==> src/rtl/post_dispatch_if.sv <==
// Post-FIFO pop port and per-channel response port of the post dispatcher.
// master: the dispatcher (pops the FIFO, drives responses).
// slave:  the environment (upstream FIFO plus response consumers).
interface post_dispatch_if #(
  parameter int unsigned C_M_AXI_DATA_WIDTH = 64,
  parameter int unsigned NUM_CH             = 8
);
  logic                            Fifo_Post_Read;
  logic [C_M_AXI_DATA_WIDTH+5:0]   Fifo_Post_Read_data;
  logic                            Fifo_Post_empty;
  logic [NUM_CH-1:0]               rsp_valid;
  logic [NUM_CH-1:0]               rsp_ready;
  logic [C_M_AXI_DATA_WIDTH-1:0]   rsp_data;
  logic [2:0]                      rsp_seq;

  modport master (
    output Fifo_Post_Read,
    input  Fifo_Post_Read_data,
    input  Fifo_Post_empty,
    output rsp_valid,
    input  rsp_ready,
    output rsp_data,
    output rsp_seq
  );

  modport slave (
    input  Fifo_Post_Read,
    output Fifo_Post_Read_data,
    output Fifo_Post_empty,
    input  rsp_valid,
    output rsp_ready,
    input  rsp_data,
    input  rsp_seq
  );
endinterface

==> src/rtl/post_dispatch.sv <==
// Post dispatcher: pops entries {rdata, ServeNum, Seq} from an upstream FIFO
// and presents each one on the response channel selected by ServeNum.
// Entries whose ServeNum has no channel are dropped and counted.
// Optional feature, enabled by defining POST_DISPATCH_SEQ_CHECK_EN: per-channel
// Seq tracking that pulses seq_err on an out-of-order tag.
module post_dispatch #(
  parameter int unsigned C_M_AXI_DATA_WIDTH = 64,
  parameter int unsigned NUM_CH             = 8
) (
  input  logic            clk,
  input  logic            rstn,
  post_dispatch_if.master bus,
  output logic [7:0]      drop_cnt,
  output logic            seq_err,
  output logic [2:0]      err_ch,
  output logic            busy
);

  typedef enum logic [1:0] {StIdle, StFetch, StPresent} state_e;

  state_e                        state_q, state_d;
  logic [C_M_AXI_DATA_WIDTH-1:0] hold_data_q;
  logic [2:0]                    hold_ch_q;
  logic [2:0]                    hold_seq_q;
  logic [7:0]                    drop_cnt_q;

  logic [C_M_AXI_DATA_WIDTH-1:0] fetch_data;
  logic [2:0]                    fetch_ch;
  logic [2:0]                    fetch_seq;
  logic                          fetch_ok;
  logic [NUM_CH-1:0]             ch_sel;
  logic                          handshake;
  logic                          pop;

  // FIFO output is valid in the cycle after the pop, i.e. while in StFetch.
  assign fetch_seq  = bus.Fifo_Post_Read_data[2:0];
  assign fetch_ch   = bus.Fifo_Post_Read_data[5:3];
  assign fetch_data = bus.Fifo_Post_Read_data[C_M_AXI_DATA_WIDTH+5:6];
  assign fetch_ok   = 32'(fetch_ch) < NUM_CH;

  // Decode the held channel into a one-hot select (loop keeps NUM_CH < 8 in range).
  always_comb begin
    ch_sel = '0;
    for (int unsigned i = 0; i < NUM_CH; i++) begin
      ch_sel[i] = (32'(hold_ch_q) == i);
    end
  end

  // Only the selected channel's ready can complete the transfer.
  assign handshake = (state_q == StPresent) && |(ch_sel & bus.rsp_ready);

  // Next-state and pop strobe; a pop is only ever issued while the FIFO is non-empty.
  always_comb begin
    state_d = state_q;
    pop     = 1'b0;
    unique case (state_q)
      StIdle: begin
        if (!bus.Fifo_Post_empty) begin
          pop     = 1'b1;
          state_d = StFetch;
        end
      end
      StFetch: begin
        state_d = fetch_ok ? StPresent : StIdle;
      end
      StPresent: begin
        if (handshake) begin
          if (!bus.Fifo_Post_empty) begin
            pop     = 1'b1;
            state_d = StFetch;
          end else begin
            state_d = StIdle;
          end
        end
      end
      default: state_d = StIdle;
    endcase
  end

  // State register.
  always_ff @(posedge clk) begin
    if (!rstn) begin
      state_q <= StIdle;
    end else begin
      state_q <= state_d;
    end
  end

  // Holding register: loaded once per routable entry, stable through StPresent.
  always_ff @(posedge clk) begin
    if (!rstn) begin
      hold_data_q <= '0;
      hold_ch_q   <= '0;
      hold_seq_q  <= '0;
    end else if (state_q == StFetch && fetch_ok) begin
      hold_data_q <= fetch_data;
      hold_ch_q   <= fetch_ch;
      hold_seq_q  <= fetch_seq;
    end
  end

  // Saturating count of entries with no matching channel.
  always_ff @(posedge clk) begin
    if (!rstn) begin
      drop_cnt_q <= '0;
    end else if (state_q == StFetch && !fetch_ok && drop_cnt_q != 8'hFF) begin
      drop_cnt_q <= drop_cnt_q + 8'd1;
    end
  end

  // Strobes are gated by rstn so they are low for the whole reset cycle.
  assign bus.Fifo_Post_Read = pop & rstn;
  assign bus.rsp_valid      = (state_q == StPresent && rstn) ? ch_sel : '0;
  assign bus.rsp_data       = hold_data_q;
  assign bus.rsp_seq        = hold_seq_q;
  assign drop_cnt           = drop_cnt_q;
  assign busy               = (state_q != StIdle);

`ifdef POST_DISPATCH_SEQ_CHECK_EN
  logic [2:0] exp_seq_q [NUM_CH];
  logic       seq_err_q;
  logic [2:0] err_ch_q;
  logic       seq_match;

  // Compare the fetched tag against the expected tag of its channel.
  always_comb begin
    seq_match = 1'b1;
    for (int unsigned i = 0; i < NUM_CH; i++) begin
      if (32'(fetch_ch) == i) begin
        seq_match = (fetch_seq == exp_seq_q[i]);
      end
    end
  end

  // Expected-tag update: on a match Seq+1 equals expected+1, on a mismatch it
  // resyncs to the received tag, so both cases load Seq+1.
  always_ff @(posedge clk) begin
    if (!rstn) begin
      for (int unsigned i = 0; i < NUM_CH; i++) begin
        exp_seq_q[i] <= '0;
      end
      seq_err_q <= 1'b0;
      err_ch_q  <= '0;
    end else begin
      seq_err_q <= 1'b0;
      if (state_q == StFetch && fetch_ok) begin
        for (int unsigned i = 0; i < NUM_CH; i++) begin
          if (32'(fetch_ch) == i) begin
            exp_seq_q[i] <= fetch_seq + 3'd1;
          end
        end
        if (!seq_match) begin
          seq_err_q <= 1'b1;
          err_ch_q  <= fetch_ch;
        end
      end
    end
  end

  assign seq_err = seq_err_q;
  assign err_ch  = err_ch_q;
`else
  assign seq_err = 1'b0;
  assign err_ch  = 3'd0;
`endif

endmodule

==> src/flat_wrapper.sv <==
// flat-port wrapper written by rule: the top's interface ports become plain ports
module post_dispatch_flat 
#(
  parameter int unsigned C_M_AXI_DATA_WIDTH = 64,
  parameter int unsigned NUM_CH             = 8
)
  (clk, rstn, drop_cnt, seq_err, err_ch, busy, bus_Fifo_Post_Read, bus_Fifo_Post_Read_data, bus_Fifo_Post_empty, bus_rsp_valid, bus_rsp_ready, bus_rsp_data, bus_rsp_seq);
  post_dispatch_if #(.C_M_AXI_DATA_WIDTH(C_M_AXI_DATA_WIDTH), .NUM_CH(NUM_CH)) bus_i ();
  input  logic clk;
  input  logic rstn;
  output logic [7:0] drop_cnt;
  output logic seq_err;
  output logic [2:0] err_ch;
  output logic busy;
  output wire logic [$bits(bus_i.Fifo_Post_Read)-1:0] bus_Fifo_Post_Read;
  input wire logic [$bits(bus_i.Fifo_Post_Read_data)-1:0] bus_Fifo_Post_Read_data;
  input wire logic [$bits(bus_i.Fifo_Post_empty)-1:0] bus_Fifo_Post_empty;
  output wire logic [$bits(bus_i.rsp_valid)-1:0] bus_rsp_valid;
  input wire logic [$bits(bus_i.rsp_ready)-1:0] bus_rsp_ready;
  output wire logic [$bits(bus_i.rsp_data)-1:0] bus_rsp_data;
  output wire logic [$bits(bus_i.rsp_seq)-1:0] bus_rsp_seq;
  assign bus_Fifo_Post_Read = bus_i.Fifo_Post_Read;
  assign bus_i.Fifo_Post_Read_data = bus_Fifo_Post_Read_data;
  assign bus_i.Fifo_Post_empty = bus_Fifo_Post_empty;
  assign bus_rsp_valid = bus_i.rsp_valid;
  assign bus_i.rsp_ready = bus_rsp_ready;
  assign bus_rsp_data = bus_i.rsp_data;
  assign bus_rsp_seq = bus_i.rsp_seq;
  post_dispatch #(.C_M_AXI_DATA_WIDTH(C_M_AXI_DATA_WIDTH), .NUM_CH(NUM_CH)) u_core (.clk(clk), .rstn(rstn), .bus(bus_i), .drop_cnt(drop_cnt), .seq_err(seq_err), .err_ch(err_ch), .busy(busy));
endmodule
==> config.mk <==
export PLATFORM = sky130hd
export DESIGN_NAME = post_dispatch_flat
export DESIGN_NICKNAME = d
export VERILOG_FILES = /design/src/rtl/post_dispatch_if.sv /design/src/rtl/post_dispatch.sv /design/src/flat_wrapper.sv
export SDC_FILE = /design/constraint.sdc
export NUM_CORES = 1
export LEC_CHECK = 0
export CAP_MARGIN = 20
export CORE_ASPECT_RATIO = 1.4
export CORE_MARGIN = 4
export CORE_UTILIZATION = 39
export DETAILED_ROUTE_END_ITERATION = 16
export PLACE_DENSITY = 0.85
export SKIP_CTS_REPAIR_TIMING = 1
export SYNTH_ARGS = -nofsm -noshare
export SYNTH_HDL_FRONTEND = slang
export SYNTH_SLANG_ARGS = --single-unit
export TNS_END_PERCENT = 100
==> constraint.sdc <==
create_clock -name clk -period 3 [get_ports clk]
set_input_delay 0.6 -clock clk [delete_from_list [all_inputs] [get_ports clk]]
set_output_delay 0.6 -clock clk [all_outputs]
set_load 0.1 [all_outputs]
==> results of run 1 <==
power by group:
group	switching, uW	total [uW]	internal [uW]
logic	540	743	203
clock network	366	776	409
registers	30.6	1030	1000
flip-flops by register name (all words and copies together) (netlist names):
register / cells
u_core.bus.rsp_data: 64
u_core.bus.rsp_seq: 3
u_core.hold_ch_q: 3
u_core.state_q: 2
cell type report:
type,count,area (um2)
Tap cell,92,115
Clock buffer,10,138
Clock inverter,6,68.8
Fill cell,553,2250
Multi-Input combinational cell,251,1140
Sequential cell,72,1440
Timing Repair Buffer,160,1540
Inverter,2,7.51
kinds of logic after synthesis:
group | after synthesis
flip-flops | 72
AND/OR/NAND/NOR | 160
other | 1
buffers and inverters | 39
AO/OA/AOI/OAI | 75
multiplexers | 4
metal layers:
layer | share of wire | vias up | track usage
li1 | - | 1397 | -
met1 | 0.38 | 1239 | 0.192
met2 | 0.52 | 114 | 0.340
met3 | 0.070 | 18 | 0.0420
met4 | 0.030 | 0 | 0.0975
met5 | 0 | - | 0
synth_stat cells:
master     count
nand2_1      141
dfxtp_1       72
a21oi_1       70
clkbuf_1      22
buf_4         12
nor2_1         7
nor2b_1        3
a2111oi_0      2
buf_2          2
mux2_2         2
nand2b_1       2
nand3_1        2
nor3_1         2
a222oi_1       1
a32o_1         1
and2_1         1
buf_6          1
conb_1         1
inv_1          1
inv_2          1
mux2_4         1
mux2i_1        1
o31a_1         1
or2_2          1
or2b_1         1
worst max-delay path, cell delays in order:
cell             delay (ns)
clkdlybuf4s50_1        0.41
mux2_4                 0.25
a222oi_1               0.51
a2111oi_2              0.18
buf_12                 0.20
stage by stage:
stage	power, uW	cell area, um2	setup TNS, ns	util
global placement	1790	4250	0	0.634
CTS	2580	4450	0	0.664
floorplan	1590	2780	-0.432	-
detailed placement	1800	4250	0	0.634
finish	2550	4450	0	0.664
global route	2660	4450	0	0.664
final timing paths:
check | startpoint | to | cells past startpoint
worst max register to register | u_core.hold_ch_q[0] | u_core.state_q[0] | 3
worst min-delay path | u_core.bus.rsp_data[26] | u_core.bus.rsp_data[26] | 2
worst max-delay path | bus_rsp_ready[1] | bus_Fifo_Post_Read | 5
worst min register to register | u_core.bus.rsp_data[26] | u_core.bus.rsp_data[26] | 2
==> impl_metrics.py, run 1 <==
metrics = {
    "status": {
        "status": "complete, no violations",
    },
    "yosys": {
        "synth_area_um2": 2720,
        "synth_fa_ha_area_frac": 0,
        "yosysTopAreaCellShare": 0.530,
        "synth-simple-area-share": 0.231,
        "yosysSeqAreaShare": 0.530,
        "synth_top_family_by_area": "simple AND/OR/NAND/NOR gates",
        "post_synth_mux_area_share": 0.0175,
        "syn_inst": 351,
        "synth_area_leaders": "dfxtp_1, nand2_1, a21oi_1, buf_4, clkbuf_1",
        "synth_seq_cells": 72,
        "synth.avg_cell_area_um2": 7.74,
        "synth-compound-area-share": 0.146,
        "synth_xor_area_frac": 0,
        "ys_types": 25,
        "synth_area_leader_cell": "dfxtp_1",
        "synth_warnings": 0,
    },
    "timing": {
        "rsz0062_at_grt": "false",
        "hold_ws_ns": 0.455,
        "slew_headroom": 0.468,
        "finalCriticalPeriod_ns": 2.76,
        "maxSlewViolCount": 0,
        "finalSetupViolations": 0,
        "fmax_mhz": 362,
        "hold_viol_final": 0,
        "skew_ns": 0.0101,
        "fin_crit_sh": 0.920,
        "layout_setup_ws_ns": 0.241,
        "worstMarginPinSlew_ns": 0.796,
    },
    "cts": {
        "cts_tree": "done",
        "clkLatencyLatePin_ns": 0.34,
        "clockRootBuffer": "clkbuf_8",
        "cts.reportedPaths.clkPinSlew_ns": 0.07,
        "clk_path_buf_depth": 2,
        "cts_buffers": 9,
        "clkSinkCount": 72,
        "h-tree-depth": 3,
    },
    "floorplanning": {
        "placementRows": 35,
        "dieArea_um2": 8390,
        "die_w_um": 78.6,
        "ios": 170,
        "die_h_um": 107,
        "coreArea_um2": 6700,
        "initial_utilization": 0.406,
    },
    "power": {
        "max-vdd-ir-drop_mv": 0.429,
        "powerDensity_nw_per_um2": 574,
        "p_leak_uw": 0.00179,
    },
    "finish": {
        "nNetsFinal": 577,
        "syn_to_final_growth_pct": 63.8,
        "mostFrequentLayoutCell": "nand2_1",
        "fin_cells": 593,
        "antenna_cells": 0,
        "drive_gt1_frac": 0.212,
        "final_cell_mix": "nand2_1, clkdlybuf4s50_1, dfxtp_1",
    },
    "setup_path": {
        "required_ns": 2.40,
        "worstSetupPathType": "primary input to output pin",
        "start_kind": "primary input",
        "critPathArrivalTime_ns": 2.16,
        "endpoint_kind": "output pin",
        "r2r_setup_slack_ns": 1.19,
        "path_max_fanout": 3,
    },
    "place": {
        "port-buffer-count": 157,
        "place_ws_ns": 0.233,
        "gp_congestion": 0.737,
        "place_inst": 577,
        "dpl.hpwl_um": 5910,
    },
    "worst_hold_path": {
        "worstHoldPathType": "flop to flop",
    },
    "grt": {
        "antenna_found_initial": 0,
        "grt_first_pass_wirelength_um": 12400,
        "grt_usage": 0.185,
        "grt_max_degree": 72,
        "grt_pass1_vias": 2660,
        "grt_remaining_overflow": 0,
    },
    "drt": {
        "wl_per_cell_um": 13.3,
        "drc": 0,
        "via_count": 2768,
        "vias_per_cell": 4.67,
        "drt_iter0_drc": 164,
        "ant_nets": 0,
        "routed_wirelength_um": 7920,
        "dr.pass1.iters": 4,
    },
    "job": {
        "max_cap_viol_count": 0,
    },
}
No activity file was read; power rests on OpenSTA's default activity.
==> inputs of run 2 (changes only) <==
--- a/config.mk
+++ b/config.mk
@@ -7,9 +7,10 @@
 export LEC_CHECK = 0
 export CAP_MARGIN = 20
 export CORE_ASPECT_RATIO = 1.4
-export CORE_MARGIN = 4
+export CORE_MARGIN = 2
 export CORE_UTILIZATION = 39
 export DETAILED_ROUTE_END_ITERATION = 16
+export HOLD_SLACK_MARGIN = 0.03
 export PLACE_DENSITY = 0.85
 export SKIP_CTS_REPAIR_TIMING = 1
 export SYNTH_ARGS = -nofsm -noshare
==> impl_metrics.py, run 2 (synthesis results as in run 1) <==
metrics = {
    "setup_path": {
        "start_kind": "primary input",
        "cpPeakStageDelay_ns": 0.54,
        "endpoint_kind": "output pin",
        "required_ns": 2.40,
        "worstSetupPathType": "primary input to output pin",
        "critPathArrivalTime_ns": 2.20,
        "crit_slowest_cell": "a222oi_1",
        "crit_chain": "clkdlybuf4s50_1, mux2_4, a222oi_1, a2111oi_2, buf_12",
        "path_max_fanout": 3,
    },
    "timing": {
        "rsz0062_at_grt": "false",
        "finalSetupViolations": 0,
        "skew_ns": 0.00924,
        "fin_crit_sh": 0.935,
        "fmax_mhz": 357,
        "hold_ws_ns": 0.456,
        "slew_headroom": 0.496,
        "worstMarginPinSlew_ns": 0.755,
        "finalCriticalPeriod_ns": 2.80,
        "maxSlewViolCount": 0,
        "hold_viol_final": 0,
    },
    "floorplanning": {
        "die_w_um": 74.6,
        "coreArea_um2": 6850,
        "die_h_um": 103,
        "placementRows": 36,
        "ios": 170,
        "initial_utilization": 0.397,
        "dieArea_um2": 7660,
    },
    "power": {
        "p_leak_uw": 0.00182,
        "seq_power_share": 0.371,
        "powerDensity_nw_per_um2": 617,
        "p_sw_uw": 922,
        "clkPwrFrac": 0.363,
        "max-vdd-ir-drop_mv": 0.425,
        "p_int_uw": 1860,
        "combPwrFrac": 0.266,
        "swShare": 0.331,
    },
    "cts": {
        "clkSinkCount": 72,
        "h-tree-depth": 3,
        "clkLatencyLatePin_ns": 0.35,
        "cts.reportedPaths.clkPinSlew_ns": 0.07,
        "cts_tree": "done",
        "cts_buffers": 9,
        "clockRootBuffer": "clkbuf_8",
        "clk_path_buf_depth": 2,
    },
    "job": {
        "max_cap_viol_count": 0,
    },
    "drt": {
        "vias_per_cell": 4.65,
        "wl_per_cell_um": 12.3,
        "routed_wirelength_um": 7340,
        "via_count": 2773,
        "dr.pass1.iters": 4,
        "drc": 0,
        "drt_iter0_drc": 166,
        "ant_nets": 0,
    },
    "worst_hold_path": {
        "worstHoldPathType": "flop to flop",
    },
    "finish": {
        "largest_reg_flops": 64,
        "final_cell_mix": "nand2_1, clkdlybuf4s50_1, dfxtp_1",
        "nNetsFinal": 577,
        "syn_to_final_growth_pct": 66.2,
        "drive_gt1_frac": 0.212,
        "mostFrequentLayoutCell": "nand2_1",
        "fin_cells": 596,
        "fill_cells": 574,
        "antenna_cells": 0,
    },
    "place": {
        "place_inst": 580,
        "dpl.hpwl_um": 5220,
        "gp_congestion": 0.779,
        "port-buffer-count": 157,
    },
    "grt": {
        "grt_max_degree": 72,
        "grt_remaining_overflow": 0,
        "grt_first_pass_wirelength_um": 11200,
        "grt_pass1_vias": 2557,
        "antenna_found_initial": 0,
        "grt_usage": 0.189,
    },
    "status": {
        "status": "complete, no violations",
    },
}
-- run 2: cell types whose count changed in the layout (fill, tap and decap cells not counted), sizes merged --
cell,before,now
clkinv,4,2
bufinv,1,4
clkinvlp,1,0
-- run 2: path summary, 6_finish.rpt --
check        depth (start not counted)                      to                   start  slack (ns)
min                                  2  u_core.bus.rsp_data[2]  u_core.bus.rsp_data[2]        0.46
max reg2reg                          3       u_core.state_q[0]     u_core.hold_ch_q[0]        1.18
min reg2reg                          2  u_core.bus.rsp_data[2]  u_core.bus.rsp_data[2]        0.46
max                                  5      bus_Fifo_Post_Read        bus_rsp_ready[0]        0.20
-- run 2: power by group through the flow --
stage               Combinational, uW  Sequential, uW  Clock [uW]
global placement                  738            1050           0
detailed placement                743            1060           0
global route                      775            1040        1070
floorplan                         220            1370           0
CTS                               744            1030        1030
finish                            741            1030        1010
-- run 2: per-stage QoR --
stage               TNS [ns]  area [um2]  power (uW)  worst slack, ns  utilization
floorplan             -0.432        2780        1590           -0.432            -
CTS                        0        4520        2810            0.192        0.660
finish                     0        4520        2790            0.196        0.660
global placement           0        4250        1790            0.266        0.621
global route               0        4520        2880           0.0216        0.660
detailed placement         0        4250        1800            0.196        0.621
-- run 2: layer usage --
metal  global-route usage  share of wire  up-vias
li1                     -              -     1394
met1                0.196           0.38     1264
met2                0.338           0.53      103
met3               0.0626          0.075       12
met4               0.0865          0.019        0
met5                    0              0        -
-- run 2: area by class of cell --
cell class,count,area [um2],share of cell area
sequential,72,1440,0.319
multi-input combinational,251,1140,0.253
timing repair buffer,160,1540,0.341
inverter,2,7.51,0.00166
clock inverter,6,130,0.0288
clock buffer,10,138,0.0305
tap,95,119,0.0263
-- run 2: critical path: cells and delay by family --
| family | cells | cell delay (ns) |
|---|---|---|
| AO/OA/AOI/OAI | 2 | 0.72 |
| buffers and inverters | 2 | 0.61 |
| multiplexers | 1 | 0.27 |
==> inputs of run 3 (changes only) <==
--- a/config.mk
+++ b/config.mk
@@ -8,12 +8,12 @@
 export CAP_MARGIN = 20
 export CORE_ASPECT_RATIO = 1.4
 export CORE_MARGIN = 2
-export CORE_UTILIZATION = 39
+export CORE_UTILIZATION = 40
+export CTS_BUF_LIST = sky130_fd_sc_hd__clkbuf_4 sky130_fd_sc_hd__clkbuf_8
 export DETAILED_ROUTE_END_ITERATION = 16
 export HOLD_SLACK_MARGIN = 0.03
-export PLACE_DENSITY = 0.85
+export PLACE_DENSITY = 0.86
 export SKIP_CTS_REPAIR_TIMING = 1
 export SYNTH_ARGS = -nofsm -noshare
 export SYNTH_HDL_FRONTEND = slang
 export SYNTH_SLANG_ARGS = --single-unit
-export TNS_END_PERCENT = 100
==> impl_metrics.py, run 3 (synthesis results as in run 1) <==
metrics = {
    "drt": {
        "routed_wirelength_um": 7620,
        "ant_nets": 0,
        "vias_per_cell": 4.78,
        "wl_per_cell_um": 13.3,
        "dr.pass1.iters": 5,
        "drc": 0,
        "drt_iter0_drc": 125,
        "via_count": 2750,
    },
    "cts": {
        "clkLatencyLatePin_ns": 0.33,
        "cts_tree": "done",
        "clk_path_buf_depth": 2,
        "clkSinkCount": 72,
        "cts_buffers": 9,
        "cts.reportedPaths.clkPinSlew_ns": 0.07,
        "clockRootBuffer": "clkbuf_8",
        "h-tree-depth": 3,
    },
    "grt": {
        "grt_remaining_overflow": 0,
        "grt_first_pass_wirelength_um": 11900,
        "grt_pass1_vias": 2686,
        "grt_max_degree": 72,
        "grt_usage": 0.204,
        "antenna_found_initial": 0,
    },
    "power": {
        "p_sw_uw": 914,
        "p_leak_uw": 0.00181,
        "max-vdd-ir-drop_mv": 0.388,
        "seq_power_share": 0.381,
        "clkPwrFrac": 0.346,
        "swShare": 0.336,
        "p_int_uw": 1800,
        "powerDensity_nw_per_um2": 607,
        "combPwrFrac": 0.274,
    },
    "place": {
        "port-buffer-count": 157,
        "gp_congestion": 0.749,
        "place_ws_ns": 0.230,
        "place_area_um2": 4220,
        "dpl.hpwl_um": 5540,
        "place_inst": 559,
    },
    "setup_path": {
        "required_ns": 2.40,
        "cp_num_cells": 5,
        "rr_worst_depth": 3,
        "crit_chain": "clkdlybuf4s50_1, mux2_4, a222oi_1, a2111oi_2, buf_12",
        "start_kind": "primary input",
        "endpoint_kind": "output pin",
        "worst-path-buf-inv": 2,
        "worstSetupPathType": "primary input to output pin",
        "critical-path-top-delay-family": "compound AO/OA/AOI/OAI gates",
        "cpPeakStageDelay_ns": 0.51,
        "r2r_setup_slack_ns": 1.24,
        "path_max_fanout": 3,
        "reg2reg_from": "u_core.hold_ch_q[0]",
        "critPathArrivalTime_ns": 2.17,
        "crit_slowest_cell": "a222oi_1",
        "cp-startpoint": "bus_rsp_ready[0]",
    },
    "finish": {
        "syn_to_final_growth_pct": 64.7,
        "multiInputGateArea_um2": 1140,
        "fill_cells": 564,
        "mostFrequentLayoutCell": "nand2_1",
        "final_cell_mix": "nand2_1, clkdlybuf4s50_1, dfxtp_1",
        "drive_gt1_frac": 0.212,
        "antenna_cells": 0,
        "fin_util": 0.682,
        "fin_area_um2": 4480,
        "fin_cells": 575,
        "regArea_um2": 1440,
        "nNetsFinal": 577,
        "largest_reg_flops": 64,
    },
    "floorplanning": {
        "coreArea_um2": 6570,
        "die_h_um": 102,
        "dieArea_um2": 7480,
        "initial_utilization": 0.414,
        "ios": 170,
        "placementRows": 35,
        "die_w_um": 73.7,
    },
    "status": {
        "status": "complete, no violations",
    },
    "timing": {
        "finalSetupViolations": 0,
        "skew_ns": 0.0116,
        "finalCriticalPeriod_ns": 2.77,
        "finalSetupTns_ns": 0,
        "slew_headroom": 0.514,
        "layout_setup_ws_ns": 0.231,
        "rsz0062_at_grt": "false",
        "maxSlewViolCount": 0,
        "hold_viol_final": 0,
        "worstMarginPinSlew_ns": 0.730,
        "fin_crit_sh": 0.923,
        "fmax_mhz": 361,
    },
    "worst_hold_path": {
        "hp-start": "u_core.bus.rsp_data[27]",
        "hold_depth": 2,
        "worstHoldPathType": "flop to flop",
    },
    "job": {
        "max_cap_viol_count": 0,
    },
}
[run 3: per-layer routing]
layer / GRT usage / up-vias / routed length [um] / share of wire
met4: 0.110 / 0 / 204 / 0.027
li1: - / 1395 / - / -
met3: 0.0507 / 16 / 521 / 0.068
met2: 0.363 / 104 / 4110 / 0.54
met5: 0 / - / 0 / 0
met1: 0.214 / 1235 / 2790 / 0.37
[run 3: area by class of cell]
class                           count  area share
Timing Repair Buffer              160       0.344
Sequential cell                    72       0.322
Clock buffer                       11      0.0338
Clock inverter                      5      0.0229
Inverter                            2     0.00168
Tap cell                           74      0.0207
Multi-Input combinational cell    251       0.255
[run 3: stage by stage]
step | total power (uW) | hold slack, ns
after detailed placement | 1800 | 0.447
final | 2720 | 0.453
after CTS | 2740 | 0.456
after global routing | 2820 | 0.475
after global placement | 1790 | 0.443
after floorplan | 1590 | 0.483
[run 3: worst min-delay path: stages, from the launching register on]
cell	delay, ns
dfxtp_1	0.31
nand2_1	0.05
a21oi_1	0.05
[run 3: power by group through the flow]
| stage | Clock, uW | Sequential (uW) | Combinational [uW] |
|---|---|---|---|
| detailed placement | 0 | 1060 | 746 |
| global placement | 0 | 1050 | 738 |
| CTS | 962 | 1030 | 747 |
| finish | 940 | 1030 | 744 |
| floorplan | 0 | 1370 | 220 |
| global route | 1000 | 1040 | 776 |
[run 3: worst paths after layout]
path	endpoint
worst min register to register	u_core.bus.rsp_data[27]
worst max register to register	u_core.state_q[0]
worst max-delay path	bus_Fifo_Post_Read
worst min-delay path	u_core.bus.rsp_data[27]
